$ cat src/rtl/gray_counter.sv
// Prescaled up/down Gray-code counter with parallel load and registered binary/Gray outputs.
// Optional sticky single-bit-change checker is enabled by defining GRAY_CHECK_EN.
module gray_counter #(
    parameter int unsigned WIDTH = 4,
    parameter int unsigned DIV   = 1
) (
    input  logic             clk,
    input  logic             rst,
    input  logic             en,
    input  logic             up,
    input  logic             load,
    input  logic [WIDTH-1:0] din,
    output logic [WIDTH-1:0] bin,
    output logic [WIDTH-1:0] gray,
    output logic             step,
    output logic             wrap
`ifdef GRAY_CHECK_EN
    ,
    output logic             err
`endif
);

    localparam int unsigned PW = (DIV > 1) ? $clog2(DIV) : 1;
    localparam logic [PW-1:0] PreLast = PW'(DIV - 1);

    logic [WIDTH-1:0] bin_q, bin_d;
    logic [WIDTH-1:0] gray_q, gray_d;
    logic [PW-1:0]    pre_q, pre_d;
    logic             step_q, step_d;
    logic             wrap_q, wrap_d;
    logic             is_step;

    always_comb begin
        bin_d   = bin_q;
        pre_d   = pre_q;
        step_d  = 1'b0;
        wrap_d  = 1'b0;
        is_step = 1'b0;
        if (load) begin
            bin_d = din;
            pre_d = '0;
        end else if (en) begin
            if (pre_q == PreLast) begin
                is_step = 1'b1;
                pre_d   = '0;
                bin_d   = up ? bin_q + WIDTH'(1) : bin_q - WIDTH'(1);
                step_d  = 1'b1;
                wrap_d  = up ? (&bin_q) : ~(|bin_q);
            end else begin
                pre_d = pre_q + PW'(1);
            end
        end
        gray_d = bin_d ^ (bin_d >> 1);
    end

    always_ff @(posedge clk) begin
        if (rst) begin
            bin_q  <= '0;
            gray_q <= '0;
            pre_q  <= '0;
            step_q <= 1'b0;
            wrap_q <= 1'b0;
        end else begin
            bin_q  <= bin_d;
            gray_q <= gray_d;
            pre_q  <= pre_d;
            step_q <= step_d;
            wrap_q <= wrap_d;
        end
    end

`ifdef GRAY_CHECK_EN
    // gray_q still holds the pre-step code, so the step's bit flips are gray_q ^ gray_d.
    logic [WIDTH-1:0] gray_diff;
    logic             one_flip;
    logic             err_q;

    always_comb begin
        gray_diff = gray_q ^ gray_d;
        one_flip  = (gray_diff != '0) && ((gray_diff & (gray_diff - WIDTH'(1))) == '0);
    end

    always_ff @(posedge clk) begin
        if (rst) begin
            err_q <= 1'b0;
        end else if (is_step && !one_flip) begin
            err_q <= 1'b1;
        end
    end

    assign err = err_q;
`endif

    assign bin  = bin_q;
    assign gray = gray_q;
    assign step = step_q;
    assign wrap = wrap_q;

endmodule

$ cat config.mk
export PLATFORM = sky130hd
export DESIGN_NAME = gray_counter
export DESIGN_NICKNAME = d
export VERILOG_FILES = /design/src/rtl/gray_counter.sv
export SDC_FILE = /design/constraint.sdc
export NUM_CORES = 1
export LEC_CHECK = 0
export ABC_AREA = 0
export CORE_AREA = 4 4 41 43
export CTS_BUF_LIST = sky130_fd_sc_hd__clkbuf_4 sky130_fd_sc_hd__clkbuf_8
export DETAILED_ROUTE_END_ITERATION = 12
export DIE_AREA = 0 0 45 47
export GPL_TIMING_DRIVEN = 0
export PLACE_DENSITY = 0.84
export SYNTH_ARGS = -nofsm -noshare
export SYNTH_HDL_FRONTEND = slang
export SYNTH_SLANG_ARGS = --single-unit
$ cat constraint.sdc
create_clock -name clk -period 1.98 [get_ports clk]
set_input_delay 0.396 -clock clk [delete_from_list [all_inputs] [get_ports clk]]
set_output_delay 0.396 -clock clk [all_outputs]
set_load 0.1 [all_outputs]
==> flow_summary.json, run 1 <==
{
  "outcome": "finished clean",
  "place_ws_ns": -0.528,
  "clk_path_buf_depth": 2,
  "synth-edff-count": 0,
  "clock_power_share": 0.240,
  "io_buffers": 16,
  "worst_pin_slew_ns": 0.962,
  "crit_type": "flip-flop to primary output",
  "drtIter0Drc": 7,
  "p_sw_frac": 0.424,
  "numCtsBuffers": 3,
  "grt_max_degree": 11,
  "synth_cells": 56,
  "drc_errors": 0,
  "gp_congestion": 0.705,
  "r2r-start": "bin[0]",
  "path_cells": "dlygate4sd2_1",
  "multi_input_area_um2": 328,
  "cp_top_family": "buffers and inverters",
  "reg2regPathDepth": 5,
  "cts_sinks": 9,
  "num_antenna_cells": 0,
  "die-area_um2": 2120,
  "cp.arrival_ns": 1.50,
  "fp-row-count": 13,
  "clk_latency_ns": 0.26,
  "synth.largest_area_cell": "dfxtp_1",
  "dp_cells": 87,
  "hold_path_startpoint": "rst",
  "antenna_found_initial": 0,
  "regArea_um2": 189,
  "fp.dieW_um": 45,
  "peakVddDrop_mv": 0.697,
  "slowest_stage": "dlygate4sd2_1",
  "clock.fmax_mhz": 526,
  "num_vias": 486,
  "ys.flop_type": "dfxtp_1",
  "setup_tns_ns": 0,
  "grt_overflow": 0,
  "p_per_area_nw_per_um2": 857,
  "finalWirelength_mm": 1.07,
  "hold_path_end": "bin[1]",
  "grt.total_usage": 0.129,
  "synth_cell_type_count": 33,
  "vias_per_cell": 5.34,
  "fin_crit_ns": 1.90,
  "ys_top_cells_by_area": "dfxtp_1 (35%), mux2i_1 (5.8%), nor2_1 (5.0%)",
  "synth_area_um2": 522,
  "grt_pass1_vias": 464,
  "synth_top_cell_area_share": 0.345,
  "fillCellCount": 126,
  "hold_violations": 0,
  "avgSynthCellArea_um2": 9.32,
  "setup_viol": 0,
  "maxCapViolations": 0,
  "rsz0062_at_grt": "false",
  "cp.buffers_inverters": 1,
  "dr.pass1.iters": 4,
  "timing.final.ws_setup_ns": 0.0795,
  "layout_worst_path_cycle_share": 0.960,
  "fin_util": 0.573,
  "hpwlAfterDp_um": 815,
  "routedWlPerCell_um": 11.8,
  "yosys_warnings": 0,
  "synthesis.nets": 68,
  "fin_area_um2": 746,
  "worstReg2RegEnd": "gray[1]",
  "post_dp_cell_area_um2": 709,
  "cp-end-kind": "primary output",
  "fin_cells": 91,
  "cts_root_buffer": "clkbuf_4",
  "seq_area_frac_synth": 0.345,
  "synth_commonest_cells": "dfxtp_1 (9), nor2_1 (7), mux2i_1 (3)",
  "die_h_um": 47,
  "p_leak_nw": 0.348,
  "max_slew_margin": 0.361,
  "final_antenna_net_count": 0,
  "io_pins": 19,
  "internal_power_w": 0.000368,
  "cts_tree": "yes",
  "critical_path_peak_fanout": 7,
  "clk_pin_slew_ns": 0.06,
  "switchingPower_w": 0.000271,
  "p_seq_frac": 0.333,
  "r2r_slack_ns": 0.34,
  "start_kind": "flip-flop",
  "cpPeakStageDelay_ns": 0.86,
  "drive_gt1_frac": 0.211,
  "synthArstFlopShare": 0,
  "slew_viol_final": 0,
  "holdPathStages": 2,
  "ys_ff_latch": 9,
  "finalClockSkew_ns": 0.00509,
  "cp.required_ns": 1.58,
  "coreArea_um2": 1300,
  "htreeDepth": 1,
  "nets": 89,
  "post-synth-top-count-cell": "dfxtp_1",
  "grt_pass1_wl_mm": 1.95,
  "comb_power_share": 0.428,
  "syn_to_final_growth_pct": 42.9,
  "min_path_type": "input pin to flip-flop",
  "initial_utilization": 0.401,
  "hold_buffers": 0
}
[registers in the layout (all words and copies together), names as in the netlist]
name and count:
gray 3, bin 4, step 1, wrap 1
[power groups by stage]
| stage | sequential [W] | clock, W | combinational [W] |
|---|---|---|---|
| after floorplan | 0.000339 | 0 | 0.0000904 |
| after global placement | 0.000217 | 0 | 0.000273 |
| after detailed placement | 0.000218 | 0 | 0.000276 |
| after CTS | 0.000213 | 0.000160 | 0.000274 |
| after global routing | 0.000216 | 0.000169 | 0.000289 |
| final | 0.000213 | 0.000153 | 0.000273 |
[worst max-delay path by stage]
| stage | start | end | slack [ns] | cells after the start |
|---|---|---|---|---|
| after floorplan | bin[3] | gray[2] | 0.06 | 4 |
| after global placement | up | gray[1] | -0.47 | 7 |
| after detailed placement | up | gray[1] | -0.53 | 7 |
| after CTS | bin[0] | bin[0] | 0.06 | 1 |
| after global routing | up | gray[1] | 0.01 | 7 |
| final | bin[0] | bin[0] | 0.08 | 1 |
[logic make-up after synthesis]
kind of cell	count (synthesis)	share of synthesized area
and+or+nand+nor	20	0.233
AOI/OAI and AO/OA	11	0.146
DFF	9	0.345
buffers and inverters	6	0.0599
muxes	4	0.0791
xor gates and xnor gates	3	0.0504
adders and majority gates	3	0.0863
[through the flow]
stage               power (W)  hold slack [ns]
floorplan            0.000430            0.583
global placement     0.000491            0.565
detailed placement   0.000493            0.575
CTS                  0.000648            0.470
global route         0.000674            0.514
finish               0.000639            0.484
[routing by layer]
metal / GRT usage / part of all wire / wire length (µm) / vias up
met4: 0.0175 / 0 / 0 / 0
met5: 0 / 0 / 0 / -
met2: 0.226 / 0.50 / 534 / 14
met1: 0.139 / 0.41 / 438 / 226
li1: - / - / - / 246
met3: 0.0728 / 0.092 / 99 / 0
[what timing repair did]
action | CTS | global route
gates cloned | 0 | 0
gates resized for setup | 17 | 1
endpoints found under the setup margin | 15 | 1
buffers inserted | 0 | 0
[cell type report]
type / instances / area share
Clock buffer: 4 / 0.0403
Timing Repair Buffer: 16 / 0.200
Sequential cell: 9 / 0.253
Tap cell: 15 / 0.0252
Buffer: 4 / 0.0319
Inverter: 2 / 0.0101
Multi-Input combinational cell: 41 / 0.440
[placed cells by master (no fill, tap or decap), types with 2 or more instances in the layout]
cell	count
dfxtp_1	6
dlygate4sd2_1	8
xnor2_1	2
mux2i_1	2
clkbuf_4	4
or3_1	2
inv_1	2
a21oi_1	2
buf_4	3
dfxtp_4	2
a31oi_1	2
clkdlybuf4s50_1	5
nor2_1	7
ha_1	2
Power figures use the tool's default switching activity.
==> run 2: changes to the inputs <==
--- a/config.mk
+++ b/config.mk
@@ -12,6 +12,7 @@
 export DIE_AREA = 0 0 45 47
 export GPL_TIMING_DRIVEN = 0
 export PLACE_DENSITY = 0.84
+export SLEW_MARGIN = 25
 export SYNTH_ARGS = -nofsm -noshare
 export SYNTH_HDL_FRONTEND = slang
 export SYNTH_SLANG_ARGS = --single-unit
==> results of run 2 <==
Same layout as run 1: the final DEF is identical, and so are final timing and power.
==> variant 1, RTL diff (settings of run 2) <==
`WIDTH`: 4 -> 5.
--- a/src/rtl/gray_counter.sv
+++ b/src/rtl/gray_counter.sv
@@ -3,3 +3,3 @@
 module gray_counter #(
-    parameter int unsigned WIDTH = 4,
+    parameter int unsigned WIDTH = 5,
     parameter int unsigned DIV   = 1
Interface: changed (resized bin, din and gray); port bits go from 19 to 22. No check against the original RTL was run, so the function may have changed too.
==> variant 1 against run 2 <==
Routed wire length rose by 57%; final area rose by 31%; hold slack got worse by 0.12 ns; sequential cell count increased by 2; worst setup slack lost 0.061 ns; count of clock-buffer cells in the layout unchanged; power up 29%; area after synthesis grew 32%; critical endpoint is now gray[2]$_SDFF_PP0_; largest cell class unchanged.
==> variant 1: results (changes against run 2) <==
total track usage 16.51% (was 12.89%); Seq/Total Area, Yosys 32.06% (was 34.53%); IO buf count 19 (was 16); first-pass GRT wire length 2442 µm (was 1945 µm); average routed wire per standard cell 14.90 µm (was 11.78 µm); status finished, final reports clean (unchanged); CP max FO 7 (unchanged); Largest register FFs 5 (was 4); largest net degree at the start of global routing 11 (unchanged); worst vdd ir 0.0006799 V (was 0.0006969 V); number of global-route vias before repair 588 (was 464); Clk Tree Root Cell clkbuf_4 (unchanged); CP top delay family compound AO/OA/AOI/OAI gates (was buffers and inverters); top cells by count, synth nor2_1 (14), dfxtp_1 (11), xnor2_1 (5), nand2_1 (4) (was dfxtp_1 (9), nor2_1 (7), mux2i_1 (3)); CP peak stage delay 0.45 ns (was 0.86 ns); Crit-path slowest cell a2111oi_4 (was dlygate4sd2_1); Area contributors post-synth dfxtp_1 (32%), nor2_1 (7.7%), xnor2_1 (6.4%), ha_1 (5.5%), mux2_4 (4.4%) (was dfxtp_1 (35%), mux2i_1 (5.8%), nor2_1 (5.0%), ha_1 (4.8%), fa_1 (3.8%)); skew final 0.0004093 ns (was 0.005094 ns); met1 global-route usage 16.59% (was 13.92%); share of cells above drive strength 1 30.61% (was 21.05%); Distinct cells, synth 31 (was 33); post-synthesis mux area share 11.11% (was 7.914%); placer congestion estimate 0.8096 (was 0.7054); complex-gate fraction of the synthesized area 9.836% (was 14.63%); leakage 0.4252 nW (was 0.3485 nW); clock latency on the worst-skew pair 0.26 ns (about the same); area post-placement 912.1 µm² (was 709.4 µm²); Met2 Routed Length 834 µm (was 534 µm); R2R setup slack 0.07 ns (was 0.34 ns); Synth top area share 32.06% (was 34.53%); met3 GRT Util 7.663% (was 7.280%); setup repair bufs after CTS 0 (unchanged); Worst slew margin 36.33% (was 36.14%); Post-Synth XOR/XNOR Area 6.375% (was 5.036%); DP Wirelength 1178 µm (was 815.4 µm); critical path arrival 2.11 ns (was 1.50 ns); ys flop type dfxtp_1 (unchanged); met1 wire length 681 µm (was 438 µm); top routing layer used met4 (was met3); synthesized area per cell 9.159 µm² (was 9.317 µm²); via count 625 (was 486); FFs w/ async S/R, synth 0% (unchanged); antenna violations before repair 0 (unchanged); syn nets 89 (was 68); Adder-Cell Fraction of Synth Area 8.379% (was 8.633%); met3 wire length 146 µm (was 99 µm); worst min path class input pin to register (unchanged); Clk pin slew, worst setup/hold paths 0.06 ns (about the same); DRT iter0 DRCs 7 (unchanged); M2 GR Usage 30.79% (was 22.60%); final cell count without fillers 113 (was 91)
[variant 1: stage by stage]
stage               utilization, %  setup slack (ns)  hold slack, ns  TNS [ns]
finish                       75.10           0.01877          0.3671         0
global route                 75.10          -0.04176          0.3664  -0.07650
CTS                          71.92           0.04661          0.3642         0
detailed placement           70.10           -0.7037          0.6160    -3.818
global placement             70.10           -0.6500          0.6071    -3.424
floorplan                        -          0.005023          0.5578         0
[variant 1: final cells by class]
type                       instances  area, µm²
buffer                             4      37.54
clock buffer                       4      30.03
fill                             101      324.1
inverter                           4      15.01
multi-input combinational         56      465.4
sequential                        11      232.7
tap                               15      18.77
timing repair buffer              19      177.7
[variant 1: timing repair]
action	CTS	global route
pin swaps	0	2
gates cloned	0	0
setup endpoints to repair	18	2
gates resized for setup	19	6
[variant 1: kinds of logic (layout without fill, tap and decap cells)]
| family | after synthesis | after routing |
|---|---|---|
| multiplexers | 5 | 5 |
| XOR/XNOR | 5 | 5 |
| AND/OR/NAND/NOR | 33 | 33 |
| buffers and inverters | 8 | 31 |
| AO/OA/AOI/OAI | 9 | 9 |
| flip-flops | 11 | 11 |
| adder cells (fa/ha/maj) | 4 | 4 |
[variant 1: final timing paths]
path	startpoint	end	cells after the start
setup / recovery	up	gray[2]$_SDFF_PP0_	8
hold / removal	rst	bin[2]$_SDFF_PP0_	2
setup reg to reg	bin[0]$_SDFF_PP0_	gray[3]$_SDFF_PP0_	7
hold reg to reg	bin[1]$_SDFF_PP0_	wrap$_SDFF_PP0_	2
[variant 1: where the power goes]
part           leakage (nW)  total (W)  internal (W)  switching [W]
clock network        0.0184   0.000160     0.0000916      0.0000685
logic                 0.314   0.000402      0.000120       0.000281
registers            0.0933   0.000264      0.000245      0.0000190
total                 0.425   0.000826      0.000457       0.000369
==> variant 2, RTL diff (config.mk and constraints of run 2) <==
Made on the original files. Register the inputs `en`, `up`, `load` and `din` before use. The logic sees them one clock later. Comments in the files are not updated.
--- a/src/rtl/gray_counter.sv
+++ b/src/rtl/gray_counter.sv
@@ -25,2 +25,14 @@
 
+    logic en_q;
+    logic up_q;
+    logic load_q;
+    logic [WIDTH-1:0] din_q;
+
+    always_ff @(posedge clk) begin
+        en_q   <= en;
+        up_q   <= up;
+        load_q <= load;
+        din_q  <= din;
+    end
+
     logic [WIDTH-1:0] bin_q, bin_d;
@@ -38,6 +50,6 @@
         is_step = 1'b0;
-        if (load) begin
-            bin_d = din;
+        if (load_q) begin
+            bin_d = din_q;
             pre_d = '0;
-        end else if (en) begin
+        end else if (en_q) begin
             if (pre_q == PreLast) begin
@@ -45,5 +57,5 @@
                 pre_d   = '0;
-                bin_d   = up ? bin_q + WIDTH'(1) : bin_q - WIDTH'(1);
+                bin_d   = up_q ? bin_q + WIDTH'(1) : bin_q - WIDTH'(1);
                 step_d  = 1'b1;
-                wrap_d  = up ? (&bin_q) : ~(|bin_q);
+                wrap_d  = up_q ? (&bin_q) : ~(|bin_q);
             end else begin
Formal check against the unedited RTL: not equivalent (Yosys sat finds a counterexample within 4 cycles, from zero or initial values and one cycle with rst high).
==> variant 2 against run 2 <==
Power is 34% higher; final area is 20% higher; routed wire length is 18% higher; sequential share of layout area is 11 points higher; sequential cell count is 7 higher; first-iteration DRC count is 57% lower; area after synthesis is 26% higher; worst setup slack worse by 0.022 ns; final cell count is 8.8% higher; global-route usage is 1.7 points higher; critical path type unchanged; largest power group is now sequential cells.
==> variant 2: results (changes against run 2) <==
DP Wirelength 965.8 µm (was 815.4 µm); placed cells 95 (was 87); worst min path class register to register (was input pin to register); R2R depth 6 (was 5); Worst R2R Start up_q$_DFF_P_ (was bin[0]$_SDFF_PP0_); met1 global-route usage 14.72% (was 13.92%); Layout non-clock buf frac 21.51% (was 23.15%); Worst setup startpoint bin[1]$_SDFF_PP0_ (was bin[0]$_SDFF_PP0_); Slew @ Worst Pin 0.9662 ns (was 0.9618 ns); cts repair resizes 15 (was 17); DRT iter0 DRCs 3 (was 7); area of the multi-input gates 311.5 µm² (was 327.8 µm²); Crit-path slowest cell clkdlybuf4s15_1 (was dlygate4sd2_1); # fillers 128 (was 126); Clk pin slew, worst setup/hold paths 0.10 ns (was 0.06 ns); top cells by count, synth dfxtp_1 (16), nor2_1 (5), inv_1 (3), mux2i_1 (3) (was dfxtp_1 (9), nor2_1 (7), mux2i_1 (3)); Final Net Count 97 (was 89); met1 wire length 505 µm (was 438 µm); Hold Path Sink bin[0]$_SDFF_PP0_ (was bin[1]$_SDFF_PP0_); drt via density 5.485 (was 5.341); area post-placement 862.1 µm² (was 709.4 µm²); hold path startpoint din_q[0]$_DFF_P_ (was rst); critical path arrival 1.53 ns (was 1.50 ns); clock share of power 25.7% (was 24.0%); R2R setup slack 0.15 ns (was 0.34 ns); skew final 0.004827 ns (was 0.005094 ns); Seq area share 36.31% (was 25.34%); Seq/Total Area, Yosys 48.58% (was 34.53%); Distinct cells, synth 31 (was 33); status finished, final reports clean (unchanged); post-synthesis mux area share 6.262% (was 7.914%); first-pass GRT wire length 2139 µm (was 1945 µm); worst hold slack 0.5251 ns (was 0.4837 ns); Logic inverters 3 (was 2); Post-Synth XOR/XNOR Area 3.985% (was 5.036%); worst vdd ir 0.0005364 V (was 0.0006969 V); Met2 Routed Length 645 µm (was 534 µm); syn nets 74 (was 68); met3 GRT Util 2.299% (was 7.280%); complex-gate fraction of the synthesized area 11.39% (was 14.63%); clock latency on the worst-skew pair 0.29 ns (was 0.26 ns); number of global-route vias before repair 536 (was 464); IO buf count 18 (was 16); Area contributors post-synth dfxtp_1 (49%), mux2i_1 (4.6%), ha_1 (3.8%), fa_1 (3.0%), nor2_1 (2.8%) (was dfxtp_1 (35%), mux2i_1 (5.8%), nor2_1 (5.0%), ha_1 (4.8%), fa_1 (3.8%))
## variant 2: worst reg2reg max path, stage by stage (launching register included)
cell and delay (ns):
dfxtp_2 0.39, inv_1 0.10, fa_1 0.43, mux2_2 0.29, mux2i_2 0.26, o21ai_0 0.15, a21oi_1 0.15
## variant 2: power groups by stage
stage / sequential (W) / clock [W] / combinational [W]
final: 0.000366 / 0.000220 / 0.000268
after global routing: 0.000371 / 0.000240 / 0.000283
after CTS: 0.000366 / 0.000228 / 0.000268
after detailed placement: 0.000374 / 0 / 0.000278
after global placement: 0.000373 / 0 / 0.000272
after floorplan: 0.000494 / 0 / 0.0000871
## variant 2: per-stage QoR
step | worst slack [ns] | utilization, % | total power [W]
3_5_place_dp | -0.1289 | 66.25 | 0.0006519
5_1_grt | 0.01190 | 68.85 | 0.0008945
2_1_floorplan | -0.02419 | - | 0.0005814
3_3_place_gp | -0.1251 | 66.25 | 0.0006454
6_report | 0.05725 | 68.85 | 0.0008543
4_1_cts | 0.008005 | 68.37 | 0.0008614
